### src/rtl/pipelined_adder.sv
// Pipelined WIDTH-bit add/subtract unit with wrap or signed-saturate modes.
// The carry chain is cut into STAGES equal segments behind a single global stall.
module pipelined_adder #(
   parameter int WIDTH  = 32,
   parameter int STAGES = 2
) (
   input  logic             clk,
   input  logic             reset_n,
   input  logic             in_valid,
   output logic             in_ready,
   input  logic [WIDTH-1:0] in1,
   input  logic [WIDTH-1:0] in2,
   input  logic [1:0]       op,
   output logic             out_valid,
   input  logic             out_ready,
   output logic [WIDTH-1:0] out,
   output logic             carry,
   output logic             overflow
);

   localparam int SEG = WIDTH / STAGES;
   localparam int MSB = WIDTH - 1;

   logic [STAGES-1:0] valid_q, valid_d;
   logic [STAGES-1:0] cy_q, cy_d;
   logic [STAGES-1:0] sat_q, sat_d;
   logic [WIDTH-1:0]  a_q   [STAGES];
   logic [WIDTH-1:0]  a_d   [STAGES];
   logic [WIDTH-1:0]  b_q   [STAGES];
   logic [WIDTH-1:0]  b_d   [STAGES];
   logic [WIDTH-1:0]  sum_q [STAGES];
   logic [WIDTH-1:0]  sum_d [STAGES];

   logic             adv;
   logic [WIDTH-1:0] b_in;
   logic [SEG:0]     seg_sum;
   logic             a_sign;
   logic             b_sign;
   logic             r_sign;

   // b_q carries B' (already inverted for subtract); sum_q holds the finished low segments.
   always_comb begin
      adv      = !(valid_q[STAGES-1] && !out_ready);
      in_ready = adv;
      b_in     = op[0] ? ~in2 : in2;
      valid_d  = valid_q;
      cy_d     = cy_q;
      sat_d    = sat_q;
      a_d      = a_q;
      b_d      = b_q;
      sum_d    = sum_q;
      seg_sum  = '0;
      if (adv) begin
         seg_sum    = {1'b0, in1[SEG-1:0]} + {1'b0, b_in[SEG-1:0]} + {{SEG{1'b0}}, op[0]};
         valid_d[0] = in_valid;
         a_d[0]     = in1;
         b_d[0]     = b_in;
         sat_d[0]   = op[1];
         cy_d[0]    = seg_sum[SEG];
         sum_d[0]   = '0;
         sum_d[0][SEG-1:0] = seg_sum[SEG-1:0];
         for (int k = 1; k < STAGES; k++) begin
            seg_sum    = {1'b0, a_q[k-1][k*SEG +: SEG]} + {1'b0, b_q[k-1][k*SEG +: SEG]}
                         + {{SEG{1'b0}}, cy_q[k-1]};
            valid_d[k] = valid_q[k-1];
            a_d[k]     = a_q[k-1];
            b_d[k]     = b_q[k-1];
            sat_d[k]   = sat_q[k-1];
            cy_d[k]    = seg_sum[SEG];
            sum_d[k]   = sum_q[k-1];
            sum_d[k][k*SEG +: SEG] = seg_sum[SEG-1:0];
         end
      end
   end

   always_ff @(posedge clk or negedge reset_n) begin
      if (!reset_n) begin
         valid_q <= '0;
         cy_q    <= '0;
         sat_q   <= '0;
         for (int k = 0; k < STAGES; k++) begin
            a_q[k]   <= '0;
            b_q[k]   <= '0;
            sum_q[k] <= '0;
         end
      end else begin
         valid_q <= valid_d;
         cy_q    <= cy_d;
         sat_q   <= sat_d;
         for (int k = 0; k < STAGES; k++) begin
            a_q[k]   <= a_d[k];
            b_q[k]   <= b_d[k];
            sum_q[k] <= sum_d[k];
         end
      end
   end

   // Overflow and the saturate mux only look at the last stage, so all-zero registers give zero outputs.
   always_comb begin
      out_valid = valid_q[STAGES-1];
      carry     = cy_q[STAGES-1];
      a_sign    = a_q[STAGES-1][MSB];
      b_sign    = b_q[STAGES-1][MSB];
      r_sign    = sum_q[STAGES-1][MSB];
      overflow  = (a_sign == b_sign) && (r_sign != a_sign);
      out       = sum_q[STAGES-1];
      if (sat_q[STAGES-1] && overflow) begin
         out = a_sign ? {1'b1, {MSB{1'b0}}} : {1'b0, {MSB{1'b1}}};
      end
   end

endmodule

### config.mk
export PLATFORM = sky130hd
export DESIGN_NAME = pipelined_adder
export DESIGN_NICKNAME = d
export VERILOG_FILES = /design/src/rtl/pipelined_adder.sv
export SDC_FILE = /design/constraint.sdc
export NUM_CORES = 1
export LEC_CHECK = 0
export ABC_AREA = 1
export ABC_CLOCK_PERIOD_IN_PS = 2200
export CAP_MARGIN = 10
export CORE_ASPECT_RATIO = 0.9
export CORE_MARGIN = 2
export CORE_UTILIZATION = 53
export DETAILED_ROUTE_END_ITERATION = 16
export PLACE_DENSITY = 0.87
export SLEW_MARGIN = 10
export SYNTH_ARGS = -nofsm -noshare
export SYNTH_HDL_FRONTEND = slang
export SYNTH_SLANG_ARGS = --single-unit
### constraint.sdc
create_clock -name clk -period 2.2 [get_ports clk]
set_input_delay 0.33 -clock clk [delete_from_list [all_inputs] [get_ports clk]]
set_output_delay 0.33 -clock clk [all_outputs]
set_load 0.02 [all_outputs]
; ---- Word level (Yosys, flattened, before mapping)
; Cells that the tools add are included.
[word_totals]
reg_bits = 182
in_bits = 70
output_inout_bits = 36
elab_cells = 24
[classes]
add_sub_neg = 4
n_eq_ne = 2
mux = 3
bitwise = 1
reduce_logical = 5
[ops]
columns = op, n
row1 = $mux 32, 3
row2 = $add 16x16->17, 2
row3 = $add 17x1->17, 2
row4 = $not 32->32, 1
row5 = $logic_and 1x1->1, 3
row6 = $logic_not 1->1, 2
row7 = $eq 1x1->1, 1
row8 = $ne 1x1->1, 1

; ---- Longest topological paths before layout
; Gate-level depths: netlist of run 1.
[logic_depth]
word_depth = 4
mapped_depth = 16
ltp_nobuf = 15

; ---- Worst setup path after synthesis of run 1
; Ideal clock, no wire load.
[synth_timing]
kind = in2reg
from = input port op[0]
to = register sum_q[46] in the netlist's numbering
setup_time_ns = 0.117
arrival_time_ns = 1.877
required_ns = 2.083
path_slack_ns = 0.206
path_stages = 14
path_buffers = 2
path_cell_list = buf_6 > buf_4 > xnor2_1 > fa_1 > inv_1 > nand2_2 > o21ai_2 > nand2_2 > nand2_2 > nand2_2 > nand2_1 > nand2_1 > nand3_1 > nand2_1
[synth_between]
elab_chain_len = 3
[synth_rtl]
columns = element, line
row1 = "start, declared", 13  ; input logic [1:0] op,
row2 = $mux 32, 45  ; b_in = op[0] ? ~in2 : in2;
row3 = $add 16x16->17, 54  ; seg_sum = {1'b0, in1[SEG-1:0]} + {1'b0, b_in[SEG-1:0]} + {{SEG{1'b0}}, op[0]};
row4 = $add 17x1->17 (*), 54
row5 = "end signal, assigned by index", 93  ; sum_q[k] <= sum_d[k];
row6 = "end, declared", 31  ; logic [WIDTH-1:0] sum_q [STAGES];
; Every way passes the cells marked *; elsewhere a longest branch is shown, timed or not.
; A chain may end at the register's enable or synchronous reset.

; ---- Worst setup path after layout of run 1
[layout_timing]
from = register b_q[31] in the netlist's numbering
to = output port out[1]
[layout_between]
elab_chain_len = 4
[layout_rtl]
columns = element, line
row1 = "start, declared", 29  ; logic [WIDTH-1:0] b_q [STAGES];
row2 = "start signal, assigned by index", 92  ; b_q[k] <= b_d[k];
row3 = $eq 1x1->1, 105  ; overflow = (a_sign == b_sign) && (r_sign != a_sign);
row4 = $logic_and 1x1->1, 105
row5 = $logic_and 1x1->1, 107  ; if (sat_q[STAGES-1] && overflow) begin
row6 = $mux 32, 107
row7 = "end, declared", 16  ; output logic [WIDTH-1:0] out,
; No other way between the ends.

==> flow_metrics.tcl, run 1 <==
set metrics [dict create \
    seq_area_frac_synth_pct 39.38 \
    wl_mm 13.12 \
    end_kind "primary output" \
    max_freq_ghz 0.4613 \
    rsz0062_at_grt "true" \
    async_reset_ff_share_pct 100.0 \
    finalSetupViolCount 0 \
    ys.flop_type "dfrtp_1" \
    p_leak_nw 3.705 \
    synthTopCellsByArea "dfrtp_1 39%, nand2_1 18%, ha_1 6.7%" \
    yosysTopAreaCell "dfrtp_1" \
    die_h_um 101.4 \
    wl_per_cell_um 13.14 \
    hold_violations 0 \
    antenna_found_initial 0 \
    period_share_pct 98.53 \
    cts_buffer_depth 2 \
    numCtsBuffers 9 \
    num-fill-cells 869 \
    cp_data_required_time_ns 1.87 \
    coreArea_um2 10250 \
    clk_latency_ns 0.33 \
    drive_above_1_share_pct 12.08 \
    post_dp_cell_area_um2 6883 \
    vias 5165 \
    min_path_type "input pin to asynchronous set/reset pin" \
    netlist_area_um2 5592 \
    hold_ws_ns 0.4735 \
    worstMarginPinSlew_ns 0.4282 \
    placementRows 35 \
    fin_nets 970 \
    io_pins 106 \
    clock-sinks 88 \
    total_power_mw 6.901 \
    syn_avg_cell_area_um2 7.436 \
    port_buffers 105 \
    outcome "finished, final reports clean" \
    finalCriticalPeriod_ns 2.168 \
    place_inst 982 \
    synth_top_area_share_pct 39.38 \
    grt_pass1_wl_mm 21.94 \
    synth_edf_count 0 \
    synthCells 752 \
    drc_errors 0 \
    peakVddDrop_v 0.0006199 \
    tns_ns 0 \
    regArea_um2 2202 \
    fin_cells 998 \
    grt_pass1_vias 4674 \
    slew_headroom_pct 71.45 \
    arrival_ns 1.84 \
    drt_iter0_markers 303 \
    gp_congestion 0.9029 \
    grt_max_degree 90 \
    syn_nets 855 \
    clkSlewWorstSetupHoldPaths_ns 0.06 \
    die_area_um2 11390 \
    yosys_warnings 0 \
    die_w_um 112.3 \
    start_util_pct 54.57 \
    multi_input_area_um2 2942 \
    worstSetupPathType "register to primary output" \
    grtUsageTotal_pct 23.44 \
    htree_levels 3 \
    drt-pass1-iter-count 5 \
    via_per_inst 5.175 \
    finClkSkew_ns 0.008764 \
    path_max_fanout 7 \
    cp-start-kind "register" \
    ys_types 36 \
    ant_nets 0 \
    p_per_area_nw_per_um2 969.6 \
    cts_root_buf "clkbuf_16" \
    cts_tree "built" \
    grt-ovfl-total 0 \
    num_antenna_cells 0 \
    dpl.hpwl_mm 9.471 \
    maxCapViolCount 0 \
    synth_seq_cells 88 \
    slew_violations 0 \
    areaGrowthSynthToFinish_pct 27.30 \
    fin_area_um2 7118 \
]
power breakdown:
part	internal (mW)	leakage, nW	switching [mW]
Clock	0.973	0.143	0.592
Combinational	1.20	2.51	1.88
Sequential	2.04	1.05	0.218
layer usage:
layer | global-route usage [%] | wire [um]
met5 | 0 | 0
met4 | 4.128 | 115
met3 | 2.992 | 614
met2 | 39.48 | 6128
met1 | 33.35 | 6259
worst max-delay path, stage by stage, from the launching register on:
cell,delay [ns]
dfrtp_1,0.39
inv_1,0.09
a21oi_2,0.07
nor2_4,0.16
nand2_4,0.07
nor2_2,0.11
inv_2,0.11
buf_4,0.18
nand2_1,0.06
clkdlybuf4s15_2,0.26
layout by cell type (no fill, tap or decap), drive strengths merged, types with 2 or more instances in the layout:
master         Yosys  final
o22ai              4      4
nand2            281    281
fa                 3      3
o21bai             3      3
nand3b             5      5
and2               2      2
clkdlybuf4s50      0     71
xor2              14     14
clkbuf            10     13
nor2              25     25
nand3             35     35
nor3               8      8
dlygate4sd2        0      3
ha                30     30
nand4              4      4
bufinv             0      2
clkdlybuf4s15      0      4
or2                3      3
o21ai             76     76
a21oi             37     37
dfrtp             88     88
buf               17     48
inv               84     84
xnor2             19     19
kinds of logic (layout without fill, tap and decap cells):
family | Yosys count | after routing | synth area share, %
adders and majority gates | 33 | 33 | 7.787
DFF | 88 | 88 | 39.38
AOI/OAI and AO/OA | 123 | 123 | 12.11
xor gates and xnor gates | 33 | 33 | 5.169
and+or+nand+nor | 364 | 364 | 27.03
buffers and inverters | 111 | 228 | 8.525
through the flow:
step           util, %  worst slack [ns]
2_1_floorplan        -            0.2058
3_3_place_gp     67.17           -0.1177
3_5_place_dp     67.17           -0.1880
4_1_cts          70.11         -0.002555
5_1_grt          69.46          -0.04956
6_report         69.46           0.03226
timing repair:
item	in CTS	in global routing
hold buffers	1	0
resized for setup	109	36
buffers inserted	1	1
endpoints found under the setup margin	32	41
endpoints found under the hold margin	31	0
pin swaps	0	1
cell type report:
type | instances | area share, %
clock inverters | 4 | 1.020
inverters | 84 | 4.430
well taps | 129 | 2.268
flip-flops and latches | 88 | 30.94
repair buffers | 131 | 16.86
clock buffers | 9 | 3.164
multi-input cells | 553 | 41.33
path summary, 6_finish.rpt:
| check | from | endpoint | slack (ns) | depth (start not counted) |
|---|---|---|---|---|
| worst max register to register | cy_q[0]$_DFFE_PN0N_ | sum_q[22]$_DFFE_PN0N_ | 0.13 | 9 |
| min in group clk | sum_q[32]$_DFFE_PN0N_ | sum_q[0]$_DFFE_PN0N_ | 0.47 | 2 |
| worst max-delay path | b_q[31]$_DFFE_PN0N_ | out[1] | 0.03 | 9 |
| worst min-delay path | reset_n | a_q[50]$_DFFE_PN0N_ | 0.47 | 2 |
| worst min register to register | sum_q[32]$_DFFE_PN0N_ | sum_q[0]$_DFFE_PN0N_ | 0.47 | 2 |
| max in group asynchronous | reset_n | sum_q[37]$_DFFE_PN0N_ | 1.10 | 3 |
flip-flops by register name, summed over array words and instances, names as in the netlist:
register / count
r_sign: 1
b_q: 17
sat_q: 2
cy_q: 2
valid_q: 2
a_q: 17
sum_q: 47
cells in the mapped netlist (3+ instances only):
library cell / count
a21oi_1: 35
buf_2: 9
buf_4: 3
buf_6: 5
clkbuf_1: 10
dfrtp_1: 88
fa_1: 3
ha_1: 30
inv_1: 79
inv_2: 5
nand2_1: 273
nand2_2: 7
nand3_1: 35
nand3b_1: 5
nand4_1: 4
nor2_1: 22
nor3_1: 6
o21ai_0: 65
o21ai_2: 9
o21bai_1: 3
o22ai_1: 4
xnor2_1: 19
xor2_1: 14
No activity file was read; power rests on OpenSTA's default activity.
==> inputs of run 2 (changes only) <==
Settings changed: CAP_MARGIN 10 to unset, CORE_UTILIZATION 53 to 54, CTS_BUF_LIST set to sky130_fd_sc_hd__clkbuf_8, PLACE_DENSITY 0.87 to 0.88, REMOVE_ABC_BUFFERS set to 1.
==> run 2 against run 1 <==
Effect of this change: the run now ends with negative setup slack left; sequential power about the same; die area down 1.8%; global-route usage up 1.4 points; combinational power about the same; via count up 0.97%; clock skew up 0.0042 ns; utilization down 0.066 points; critical path type unchanged; largest power group unchanged.
==> flow_metrics.tcl, run 2 (same netlist as run 1, synthesis figures left out) <==
set metrics [dict create \
    outcome "finished, violations left" \
    violations "negative setup slack" \
    timing.rr.start "b_q[48]$_DFFE_PN0N_" \
    crit_path_start "r_sign$_DFFE_PN0N_" \
    cts_root_buf "clkbuf_8" \
    fin_nets 978 \
    coreArea_um2 10160 \
    grt_max_degree 87 \
    total_power_mw 6.618 \
    placementRows 35 \
    largest_register "sum_q" \
    clock-sinks 88 \
    die_w_um 111.3 \
    p_per_area_nw_per_um2 938.7 \
    post_dp_cell_area_um2 6905 \
    finalSetupViolCount 6 \
    pre_cts_slack_ns -0.1505 \
    slew_violations 0 \
    finClkSkew_ns 0.01298 \
    path_max_fanout 7 \
    grt_pass1_wl_mm 22.91 \
    grtUsageTotal_pct 24.85 \
    drc_errors 0 \
    drt_iter0_markers 345 \
    slew_headroom_pct 64.32 \
    drt-pass1-iter-count 6 \
    place_inst 990 \
    ant_nets 0 \
    start_util_pct 55.04 \
    peakVddDrop_v 0.0005521 \
    areaGrowthSynthToFinish_pct 26.09 \
    cp_data_required_time_ns 1.87 \
    tns_ns -0.1009 \
    num_antenna_cells 0 \
    drive_above_1_share_pct 12.95 \
    die_area_um2 11190 \
    clkSlewWorstSetupHoldPaths_ns 0.09 \
    cts_tree "built" \
    wl_per_cell_um 12.94 \
    layout_commonest_cell "nand2_1" \
    clk_latency_ns 0.37 \
    cp-start-kind "register" \
    min_path_type "input pin to asynchronous set/reset pin" \
    worstMarginPinSlew_ns 0.5352 \
    vias 5215 \
    period_share_pct 100.9 \
    io_pins 106 \
    hold_ws_ns 0.4682 \
    via_per_inst 5.168 \
    grt-ovfl-total 0 \
    arrival_ns 1.89 \
    rsz0062_at_grt "true" \
    maxCapViolCount 0 \
    final_core_util_pct 69.40 \
    end_kind "primary output" \
    die_h_um 100.5 \
    top_regs "sum_q x47, a_q x17, b_q x17" \
    dpl.hpwl_mm 9.538 \
    wl_mm 13.06 \
    final_cell_mix "272 x nand2_1, 88 x dfrtp_1, 78 x inv_1" \
    cts_buffer_depth 2 \
    port_buffers 105 \
    htree_levels 3 \
    worstSetupPathType "register to primary output" \
    largest_register_ffs 47 \
    gp_congestion 0.9233 \
    numCtsBuffers 9 \
    hold_violations 0 \
    antenna_found_initial 0 \
    fin_area_um2 7051 \
    fin_cells 1009 \
    max_freq_ghz 0.4507 \
    finalCriticalPeriod_ns 2.219 \
    fin_ws_ns -0.01873 \
    p_leak_nw 3.704 \
    grt_pass1_vias 5054 \
]
-- run 2: what timing repair did --
item | CTS | global route
endpoints found under the hold margin | 39 | 0
setup buffers | 0 | 2
endpoints found under the setup margin | 32 | 34
hold buffers | 1 | 0
gates resized for setup | 115 | 35
pin swaps | 0 | 3
-- run 2: worst max-delay path, cell delays in order (launching register included) --
cell	delay (ns)
dfrtp_1	0.42
inv_2	0.07
a21oi_2	0.05
nor2_2	0.18
nand2_4	0.10
nor2_4	0.15
inv_4	0.08
buf_12	0.14
buf_4	0.15
nand2_1	0.05
buf_4	0.13
-- run 2: final cells by class --
type                    instances  area (um2)
multi-input cells             553        2923
clock inverters                 7       102.6
flip-flops and latches         88        2202
fillers                       847        3109
repair buffers                139        1217
well taps                     129       161.4
inverters                      84       320.3
clock buffers                   9       123.9
-- run 2: power by group --
| group | internal (mW) | leakage (nW) | switching [mW] |
|---|---|---|---|
| sequential | 2.03 | 1.05 | 0.206 |
| combinational | 1.22 | 2.54 | 1.87 |
| clock | 0.656 | 0.116 | 0.636 |
| total | 3.90 | 3.70 | 2.71 |
-- run 2: worst paths after layout --
path,to,slack (ns),cells after the start
worst min-delay path,b_q[53]$_DFFE_PN0N_,0.47,2
min in group clk,valid_q[1]$_DFFE_PN0N_,0.47,2
max in group asynchronous,sat_q[1]$_DFFE_PN0N_,1.03,3
worst max register to register,sum_q[28]$_DFFE_PN0N_,0.13,10
worst max-delay path,out[3],-0.02,10
worst min register to register,valid_q[1]$_DFFE_PN0N_,0.47,2
-- run 2: metal layers --
metal | track usage, % | vias up | part of all wire [%]
met5 | 0 | - | 0
met4 | 7.502 | 0 | 2.2
met3 | 4.269 | 26 | 4.9
met2 | 43.48 | 173 | 49
met1 | 32.02 | 2384 | 44
li1 | - | 2632 | -
